File: src/rtl/apb_rr_master_arbiter.sv
`timescale 1ns/1ps
`default_nettype none
// ============================================================================
//  Module   : apb_rr_master_arbiter
//  Purpose  : Round-robin sharing of one APB3 master port between NREQ
//             requesters, with PCLKEN-qualified phases and a PREADY timeout.
//  Revision : 1.0 - initial release
// ============================================================================
module apb_rr_master_arbiter #(
    parameter int NREQ      = 2,
    parameter int ADDRWIDTH = 16,
    parameter int DATAWIDTH = 32,
    parameter int TIMEOUT   = 255
) (
    input  logic                      HCLK,
    input  logic                      HRESET,
    input  logic [NREQ-1:0]           REQ_VALID,
    output logic [NREQ-1:0]           REQ_READY,
    input  logic [NREQ-1:0]           REQ_WRITE,
    input  logic [NREQ*ADDRWIDTH-1:0] REQ_ADDR,
    input  logic [NREQ*DATAWIDTH-1:0] REQ_WDATA,
    output logic [NREQ-1:0]           RSP_VALID,
    output logic [DATAWIDTH-1:0]      RSP_RDATA,
    output logic                      RSP_ERR,
    output logic                      TIMEOUT_EV,
    input  logic                      PCLKEN,
    output logic                      PSEL,
    output logic                      PENABLE,
    output logic                      PWRITE,
    output logic [ADDRWIDTH-1:0]      PADDR,
    output logic [DATAWIDTH-1:0]      PWDATA,
    input  logic [DATAWIDTH-1:0]      PRDATA,
    input  logic                      PREADY,
    input  logic                      PSLVERR
);

    localparam int c_PTR_W = (NREQ > 1) ? $clog2(NREQ) : 1;
    localparam int c_SUM_W = c_PTR_W + 1;
    localparam int c_CNT_W = (TIMEOUT > 2) ? $clog2(TIMEOUT) : 1;
    localparam bit c_TMO_EN = (TIMEOUT != 0);
    localparam logic [c_CNT_W-1:0] c_TMO_LAST =
        (TIMEOUT == 0) ? '0 : c_CNT_W'(TIMEOUT - 1);

    typedef enum logic [1:0] {
        S_IDLE   = 2'b00,
        S_SETUP  = 2'b10,
        S_ACCESS = 2'b11
    } state_t;

    state_t                 r_state;
    state_t                 w_state_nxt;
    logic [c_PTR_W-1:0]     r_ptr;
    logic [c_PTR_W-1:0]     r_owner;
    logic [c_CNT_W-1:0]     r_cnt;
    logic                   r_pwrite;
    logic [ADDRWIDTH-1:0]   r_paddr;
    logic [DATAWIDTH-1:0]   r_pwdata;
    logic [NREQ-1:0]        r_rsp_valid;
    logic [DATAWIDTH-1:0]   r_rsp_rdata;
    logic                   r_rsp_err;
    logic                   r_tmo_ev;

    logic [c_PTR_W-1:0]     w_winner;
    logic                   w_found;
    logic [NREQ-1:0]        w_grant;
    logic                   w_accept;
    logic [c_PTR_W-1:0]     w_ptr_nxt;
    logic                   w_tmo_hit;
    logic                   w_done;
    logic                   w_timeout;
    logic [NREQ-1:0]        w_owner_oh;

    // Scan from the highest offset down so the lowest offset from r_ptr wins.
    always_comb begin : p_pick
        logic [c_SUM_W-1:0] sum;
        logic [c_PTR_W-1:0] idx;
        sum      = '0;
        idx      = '0;
        w_winner = '0;
        w_found  = 1'b0;
        for (int k = NREQ - 1; k >= 0; k--) begin
            sum = {1'b0, r_ptr} + c_SUM_W'(k);
            if (sum >= c_SUM_W'(NREQ)) begin
                sum = sum - c_SUM_W'(NREQ);
            end
            idx = sum[c_PTR_W-1:0];
            if (REQ_VALID[idx]) begin
                w_winner = idx;
                w_found  = 1'b1;
            end
        end
    end

    always_comb begin
        w_grant = '0;
        if ((r_state == S_IDLE) && w_found && !HRESET) begin
            w_grant[w_winner] = 1'b1;
        end
    end

    assign REQ_READY = w_grant;
    assign w_accept  = |w_grant;
    assign w_ptr_nxt = (w_winner == c_PTR_W'(NREQ - 1)) ? '0 : w_winner + c_PTR_W'(1);

    assign w_tmo_hit  = c_TMO_EN && (r_cnt == c_TMO_LAST);
    assign w_done     = (r_state == S_ACCESS) && PCLKEN && PREADY;
    assign w_timeout  = (r_state == S_ACCESS) && PCLKEN && !PREADY && w_tmo_hit;
    assign w_owner_oh = {{(NREQ-1){1'b0}}, 1'b1} << r_owner;

    always_ff @(posedge HCLK) begin
        if (HRESET) begin
            r_state <= S_IDLE;
        end else begin
            r_state <= w_state_nxt;
        end
    end

    always_comb begin
        w_state_nxt = r_state;
        case (r_state)
            S_IDLE:   if (w_accept)              w_state_nxt = S_SETUP;
            S_SETUP:  if (PCLKEN)                w_state_nxt = S_ACCESS;
            S_ACCESS: if (w_done || w_timeout)   w_state_nxt = S_IDLE;
            default:                             w_state_nxt = S_IDLE;
        endcase
    end

    always_ff @(posedge HCLK) begin
        if (HRESET) begin
            r_ptr       <= '0;
            r_owner     <= '0;
            r_cnt       <= '0;
            r_pwrite    <= 1'b0;
            r_paddr     <= '0;
            r_pwdata    <= '0;
            r_rsp_valid <= '0;
            r_rsp_rdata <= '0;
            r_rsp_err   <= 1'b0;
            r_tmo_ev    <= 1'b0;
        end else begin
            r_rsp_valid <= '0;
            r_rsp_err   <= 1'b0;
            r_tmo_ev    <= 1'b0;

            if (w_accept) begin
                r_paddr  <= REQ_ADDR[int'(w_winner) * ADDRWIDTH +: ADDRWIDTH];
                r_pwdata <= REQ_WDATA[int'(w_winner) * DATAWIDTH +: DATAWIDTH];
                r_pwrite <= REQ_WRITE[w_winner];
                r_owner  <= w_winner;
                r_ptr    <= w_ptr_nxt;
            end

            if ((r_state == S_SETUP) && PCLKEN) begin
                r_cnt <= '0;
            end else if ((r_state == S_ACCESS) && PCLKEN && !PREADY && !w_tmo_hit) begin
                r_cnt <= r_cnt + c_CNT_W'(1);
            end

            // A ready slave on the final wait cycle completes normally, not as a timeout.
            if (w_done) begin
                r_rsp_valid <= w_owner_oh;
                r_rsp_rdata <= PRDATA;
                r_rsp_err   <= PSLVERR;
            end else if (w_timeout) begin
                r_rsp_valid <= w_owner_oh;
                r_rsp_rdata <= '0;
                r_rsp_err   <= 1'b1;
                r_tmo_ev    <= 1'b1;
            end
        end
    end

    assign PSEL       = (r_state != S_IDLE);
    assign PENABLE    = (r_state == S_ACCESS);
    assign PWRITE     = r_pwrite;
    assign PADDR      = r_paddr;
    assign PWDATA     = r_pwdata;
    assign RSP_VALID  = r_rsp_valid;
    assign RSP_RDATA  = r_rsp_rdata;
    assign RSP_ERR    = r_rsp_err;
    assign TIMEOUT_EV = r_tmo_ev;

endmodule
`default_nettype wire

File: config.mk
export PLATFORM = sky130hd
export DESIGN_NAME = apb_rr_master_arbiter
export DESIGN_NICKNAME = d
export VERILOG_FILES = /design/src/rtl/apb_rr_master_arbiter.sv
export SDC_FILE = /design/constraint.sdc
export NUM_CORES = 1
export LEC_CHECK = 0
export ABC_AREA = 1
export BUFFER_PORTS_ARGS = -buffer_cell sky130_fd_sc_hd__buf_2
export CORE_MARGIN = 3
export CORE_UTILIZATION = 38
export CTS_CLUSTER_SIZE = 28
export DETAILED_ROUTE_END_ITERATION = 10
export MAX_ROUTING_LAYER = met4
export PLACE_DENSITY = 0.68
export SLEW_MARGIN = 30
export SYNTH_ARGS = -nofsm -noshare
export SYNTH_HDL_FRONTEND = slang
export SYNTH_SLANG_ARGS = --single-unit
File: constraint.sdc
create_clock -name HCLK -period 3.9 [get_ports HCLK]
set_clock_uncertainty 0.1 [all_clocks]
set_input_delay 0.39 -clock HCLK [delete_from_list [all_inputs] [get_ports HCLK]]
set_output_delay 0.39 -clock HCLK [all_outputs]
set_load 0.03 [all_outputs]
==> run_results.csv, run 1 <==
group,metric,value,unit
outcome,status,"completed",
floorplan,die_area,12600,um2
logic_synthesis,ys.flop_type,"dfxtp_1",
grt,grt_max_degree,88,
timing,rsz0062_at_grt,"false",
place,placedCellCount,957,
grt,grt_overflow,0,
logic_synthesis,yosys_warnings,0,
timing,fmax,0.437,GHz
grt,grt_pass1_wl,19700,um
timing,setup_viol_count_final,0,
logic_synthesis,synth_top_area_cell,"dfxtp_1",
timing,max-slew-margin-rel,39.5,%
timing,period_share,58.7,%
routing,drtIter0Drc,261,
logic_synthesis,synthDominantCellAreaShare,45.4,%
place,dp_hpwl,8740,um
routing,antenna_left,0,
setup_path,critPathLaunchType,"register",
logic_synthesis,synthesis.area,4280,um2
logic_synthesis,netlist_top_cells_area,"dfxtp_1 45%, nand2_1 27%, a21oi_1 11%",
job,maxCapViolCount,0,
logic_synthesis,avgSynthCellArea,6.82,um2
logic_synthesis,syn_inst,628,
cts,cts_tree,"built",
routing,post_drt_wl_per_cell,12.5,um
finish,n_fill_cell,1157,
cts,clockBufferDepth,2,
grt,grt_pass1_vias,4032,
floorplan,rows,38,
routing,first_pass_iters,5,
cts,clk_latency,0.32,ns
floorplan,die_h,112,um
power_and_ir_drop,power_leakage,0.00282,uW
logic_synthesis,ys_seq_area_share,45.4,%
power_and_ir_drop,vdd_drop_max,244,uV
setup_path,crit_fanout,42,
finish,final_common_cell,"nand2_1",
timing,tightest_slew,0.908,ns
logic_synthesis,synthDistinctLibCells,29,
floorplan,core_area,10900,um2
power_and_ir_drop,power_density,397,nW/um2
routing,drt-vias-per-instance,4.72,
finish,layout-drive-gt1-share,30.6,%
cts,clock-sinks,97,
cts,ctsResizeCount,0,
logic_synthesis,syn-num-nets,767,
timing,report.final.slew_viol_count,0,
floorplan,die_width,112,um
routing,route.detailed.drc,0,
timing,setup_tns,0,ns
cts,cts_hold_buf,0,
setup_path,cp-end-kind,"output pin",
place,port_buffers,225,
place,gp_congestion,0.801,
finish,multi_input_area,2070,um2
finish,nNetsFinal,967,
logic_synthesis,synth_async_sr_flop_share,0,%
floorplan,ios,226,
finish,diodes,0,
finish,seq_area,1940,um2
cts,htree_levels,3,
grt,antenna_found_initial,0,
timing,hold_viol_final,0,
floorplan,start_util,39.1,%
cts,cts_setup_buffers,0,
worst_hold_path,hp-class,"primary input to register",
logic_synthesis,synth-edff-count,0,
setup_path,crit_required,3.41,ns
cts,cts-root-buf,"clkbuf_16",
finish,final_cell_mix,"309 x nand2_1, 225 x buf_2, 97 x dfxtp_1",
finish,stdcell_count,972,
grt,track_usage,19.3,%
routing,drt-total-wl,12200,um
logic_synthesis,synth-seq-cells,97,
cts,clkSlewWorstSetupHoldPaths,0.06,ns
setup_path,worst_ep_arrival_time,1.80,ns
setup_path,critical_path_class,"register to output pin",
routing,vias,4589,
cts,cts_buffers,9,
timing,period_minus_slack,2.29,ns
finish,areaGrowthSynthToFinish,32.8,%
==> flip-flops by register name (all words and copies together), names as in the netlist <==
signal / flops
TIMEOUT_EV: 1
RSP_RDATA: 32
RSP_VALID: 2
PADDR: 16
r_owner: 1
RSP_ERR: 1
PWDATA: 32
r_ptr: 1
PWRITE: 1
r_cnt: 8
r_state: 2
==> metrics by stage <==
step | worst slack (ns) | hold slack [ns] | area, um2 | util (%) | power [uW]
3_5_place_dp | 1.69 | 0.352 | 5400 | 49.4 | 1450
2_1_floorplan | 2.08 | 0.302 | 4280 | - | 1310
4_1_cts | 1.57 | 0.192 | 5680 | 52.0 | 2300
5_1_grt | 1.43 | 0.206 | 5680 | 52.0 | 2380
6_report | 1.61 | 0.210 | 5680 | 52.0 | 2260
3_3_place_gp | 1.72 | 0.350 | 5400 | 49.4 | 1450
==> where the power goes <==
part           internal, uW  total, uW  switching, uW
sequential             1030       1050           21.1
clock                   493        835            342
combinational           130        373            243
total                  1650       2260            606
==> final cells by class <==
| class | count | area share, % |
|---|---|---|
| multi-input cells | 474 | 36.4 |
| flip-flops and latches | 97 | 34.2 |
| repair buffers | 228 | 20.2 |
| clock buffers | 12 | 4.16 |
| well taps | 140 | 3.08 |
| inverters | 18 | 1.23 |
| clock inverters | 3 | 0.749 |
==> cells by family (layout without fill, tap and decap cells) <==
kind of cell             Yosys count  after routing  synth area share (%)
flip-flops                        97             97                  45.4
AND/OR/NAND/NOR                  372            372                  35.5
AO/OA/AOI/OAI                     98             98                  11.6
buffers and inverters             57            261                  6.49
adder cells (fa/ha/maj)            2              2                 0.585
XOR/XNOR                           2              2                 0.409
==> synth_stat cells (all sizes together), types with 3 or more instances <==
cell and n:
clkbuf 12, nor3 3, dfxtp 97, a21oi 93
nand2 310, o21ai 3, nand3 41, nor2 11
buf 27, nand4 3, inv 16
==> routing by layer <==
layer / global-route usage [%] / share of wire, % / vias up
li1: - / - / 2400
met1: 25.8 / 46 / 1993
met2: 28.6 / 44 / 180
met3: 4.69 / 8.4 / 16
met4: 7.05 / 1.9 / 0
met5: - / 0 / -
==> final timing paths <==
path / start / endpoint / slack, ns / cells after the start
setup / recovery: r_state[1] / REQ_READY[1] / 1.61 / 5
hold / removal: PRDATA[30] / RSP_RDATA[30] / 0.21 / 3
setup reg to reg: r_cnt[0] / r_state[1] / 1.80 / 9
hold reg to reg: PWDATA[11] / PWDATA[11] / 0.36 / 2
==> critical path, cell delays in order (launching register included) <==
cell and delay, ns:
dfxtp_1 0.34, inv_1 0.15, nand4_4 0.22, buf_4 0.33
nor2_1 0.20, buf_2 0.23
Power figures use the tool's default switching activity.
==> run 2: changes to the inputs <==
clock period = 2.3 ns   (was 3.9 ns; I/O delays follow)
==> run 2 against run 1 <==
  * Sequential power is 70% higher
  * Die area stayed put
  * Global-route usage decreased by 0.065 points
  * Critical path type unchanged
  * Critical endpoint unchanged
  * Total power up 84%
  * Via count rose by 0.37%
  * Design area rose by 1.9%
  * Highest routed layer unchanged
  * Wire length is 0.48% higher
==> run_results.csv, run 2 (same netlist as run 1, synthesis figures left out) <==
group,metric,value,unit
finish,diodes,0,
power_and_ir_drop,p_sw_share,26.2,%
floorplan,ios,226,
setup_path,crit_required,1.97,ns
floorplan,start_util,39.1,%
place,gp_congestion,0.790,
grt,grt_max_degree,88,
grt,grt_pass1_vias,4157,
timing,max-slew-margin-rel,37.7,%
setup_path,crit_fanout,34,
finish,final_common_cell,"nand2_1",
worst_hold_path,hp-class,"primary input to register",
power_and_ir_drop,p_sw,1090,uW
timing,fmax,0.496,GHz
setup_path,r2r_slack,0.29,ns
setup_path,reg2reg_to,"r_state[1]",
grt,grt_pass1_wl,19500,um
cts,cts_tree,"built",
cts,cts-root-buf,"clkbuf_16",
timing,report.final.slew_viol_count,0,
power_and_ir_drop,totalPowerFinal,4160,uW
power_and_ir_drop,clkPwrFrac,41.9,%
timing,setup_tns,0,ns
timing,rsz0062_at_grt,"false",
timing,tightest_slew,0.934,ns
power_and_ir_drop,vdd_drop_max,463,uV
cts,clockBufferDepth,2,
worst_hold_path,worstHoldEndpoint,"RSP_RDATA[28]",
worst_hold_path,hold_path_depth,3,
floorplan,core_area,10900,um2
setup_path,reg2regPathDepth,9,
power_and_ir_drop,p_comb_share,15.3,%
place,placedCellCount,960,
grt,track_usage,19.3,%
worst_hold_path,worstHoldStart,"PRDATA[28]",
floorplan,die_area,12600,um2
grt,grt_overflow,0,
finish,stdcell_count,976,
timing,setup_viol_count_final,0,
power_and_ir_drop,p_int,3070,uW
floorplan,die_width,112,um
routing,antenna_left,0,
outcome,status,"completed",
finish,layout-drive-gt1-share,31.3,%
routing,drtIter0Drc,382,
job,maxCapViolCount,0,
timing,period_share,87.7,%
routing,drt-total-wl,12200,um
routing,drt-vias-per-instance,4.72,
power_and_ir_drop,pwr-share-seq,42.8,%
timing,period_minus_slack,2.02,ns
setup_path,critPathLaunchType,"register",
finish,areaGrowthSynthToFinish,35.3,%
place,dpl_cell_area,5440,um2
finish,nNetsFinal,970,
routing,post_drt_wl_per_cell,12.5,um
floorplan,rows,38,
setup_path,critical_path_class,"register to output pin",
cts,cts_buffers,9,
cts,ctsResizeCount,0,
setup_path,reg2reg_from,"r_cnt[0]",
cts,clkSlewWorstSetupHoldPaths,0.07,ns
routing,route.detailed.drc,0,
cts,clk_latency,0.33,ns
cts,cts_setup_buffers,0,
setup_path,worst_ep_arrival_time,1.69,ns
timing,hold_viol_final,0,
power_and_ir_drop,power_density,718,nW/um2
grt,antenna_found_initial,0,
cts,cts_hold_buf,0,
place,port_buffers,225,
power_and_ir_drop,power_leakage,0.00287,uW
floorplan,die_h,112,um
timing,whs,0.0447,ns
cts,htree_levels,3,
cts,clock-sinks,97,
place,dp_hpwl,8810,um
routing,first_pass_iters,4,
routing,vias,4606,
finish,finalInstanceArea,5790,um2
finish,final_cell_mix,"309 x nand2_1, 225 x buf_2, 97 x dfxtp_1",
setup_path,cp-end-kind,"output pin",
run 2: cell count changes in the layout (fill, tap and decap cells not counted), sizes merged:
cell,change
bufinv,+2
clkbuf,-2
inv,+1
clkinvlp,-1
clkinv,+1
buf,+3
run 2: routing by layer:
layer	GRT usage, %	share of wire [%]	vias up
met1	24.9	45	1994
li1	-	-	2407
met2	29.6	45	192
met4	7.37	1.7	0
met3	4.26	9.1	13
met5	-	0	-
run 2: metrics by stage:
step,util [%],setup slack [ns]
after floorplan,-,0.737
after global placement,49.7,0.289
after detailed placement,49.7,0.314
after CTS,53.0,0.226
after global routing,53.0,0.0434
final,53.0,0.284
run 2: power by group through the flow:
stage | combinational [uW] | sequential, uW | clock, uW
after detailed placement | 645 | 1820 | 0
final | 637 | 1780 | 1740
after CTS | 647 | 1780 | 1780
after global routing | 709 | 1790 | 1870
after floorplan | 288 | 1930 | 0
after global placement | 648 | 1810 | 0
run 2: critical path, cell delays in order (launching register included):
cell     delay [ns]
dfxtp_1        0.34
inv_1          0.16
nand4_4        0.12
buf_4          0.26
nor2_1         0.21
buf_2          0.25
run 2: cell type report:
type                       count  area [um2]
clock buffer                  10         239
clock inverter                 6         113
fill                        1165        5140
inverter                      18        70.1
multi-input combinational    474        2070
sequential                    97        1940
tap                          140         175
timing repair buffer         231        1180
run 2: worst max path at each step:
stage / start / to / slack (ns) / cells after the start
after floorplan: r_ptr / REQ_READY[0] / 0.74 / 4
after global placement: r_cnt[0] / r_state[1] / 0.29 / 9
after detailed placement: r_cnt[0] / r_state[1] / 0.31 / 9
after CTS: r_state[1] / REQ_READY[1] / 0.23 / 5
after global routing: r_cnt[0] / r_state[1] / 0.04 / 9
final: r_state[1] / REQ_READY[1] / 0.28 / 5
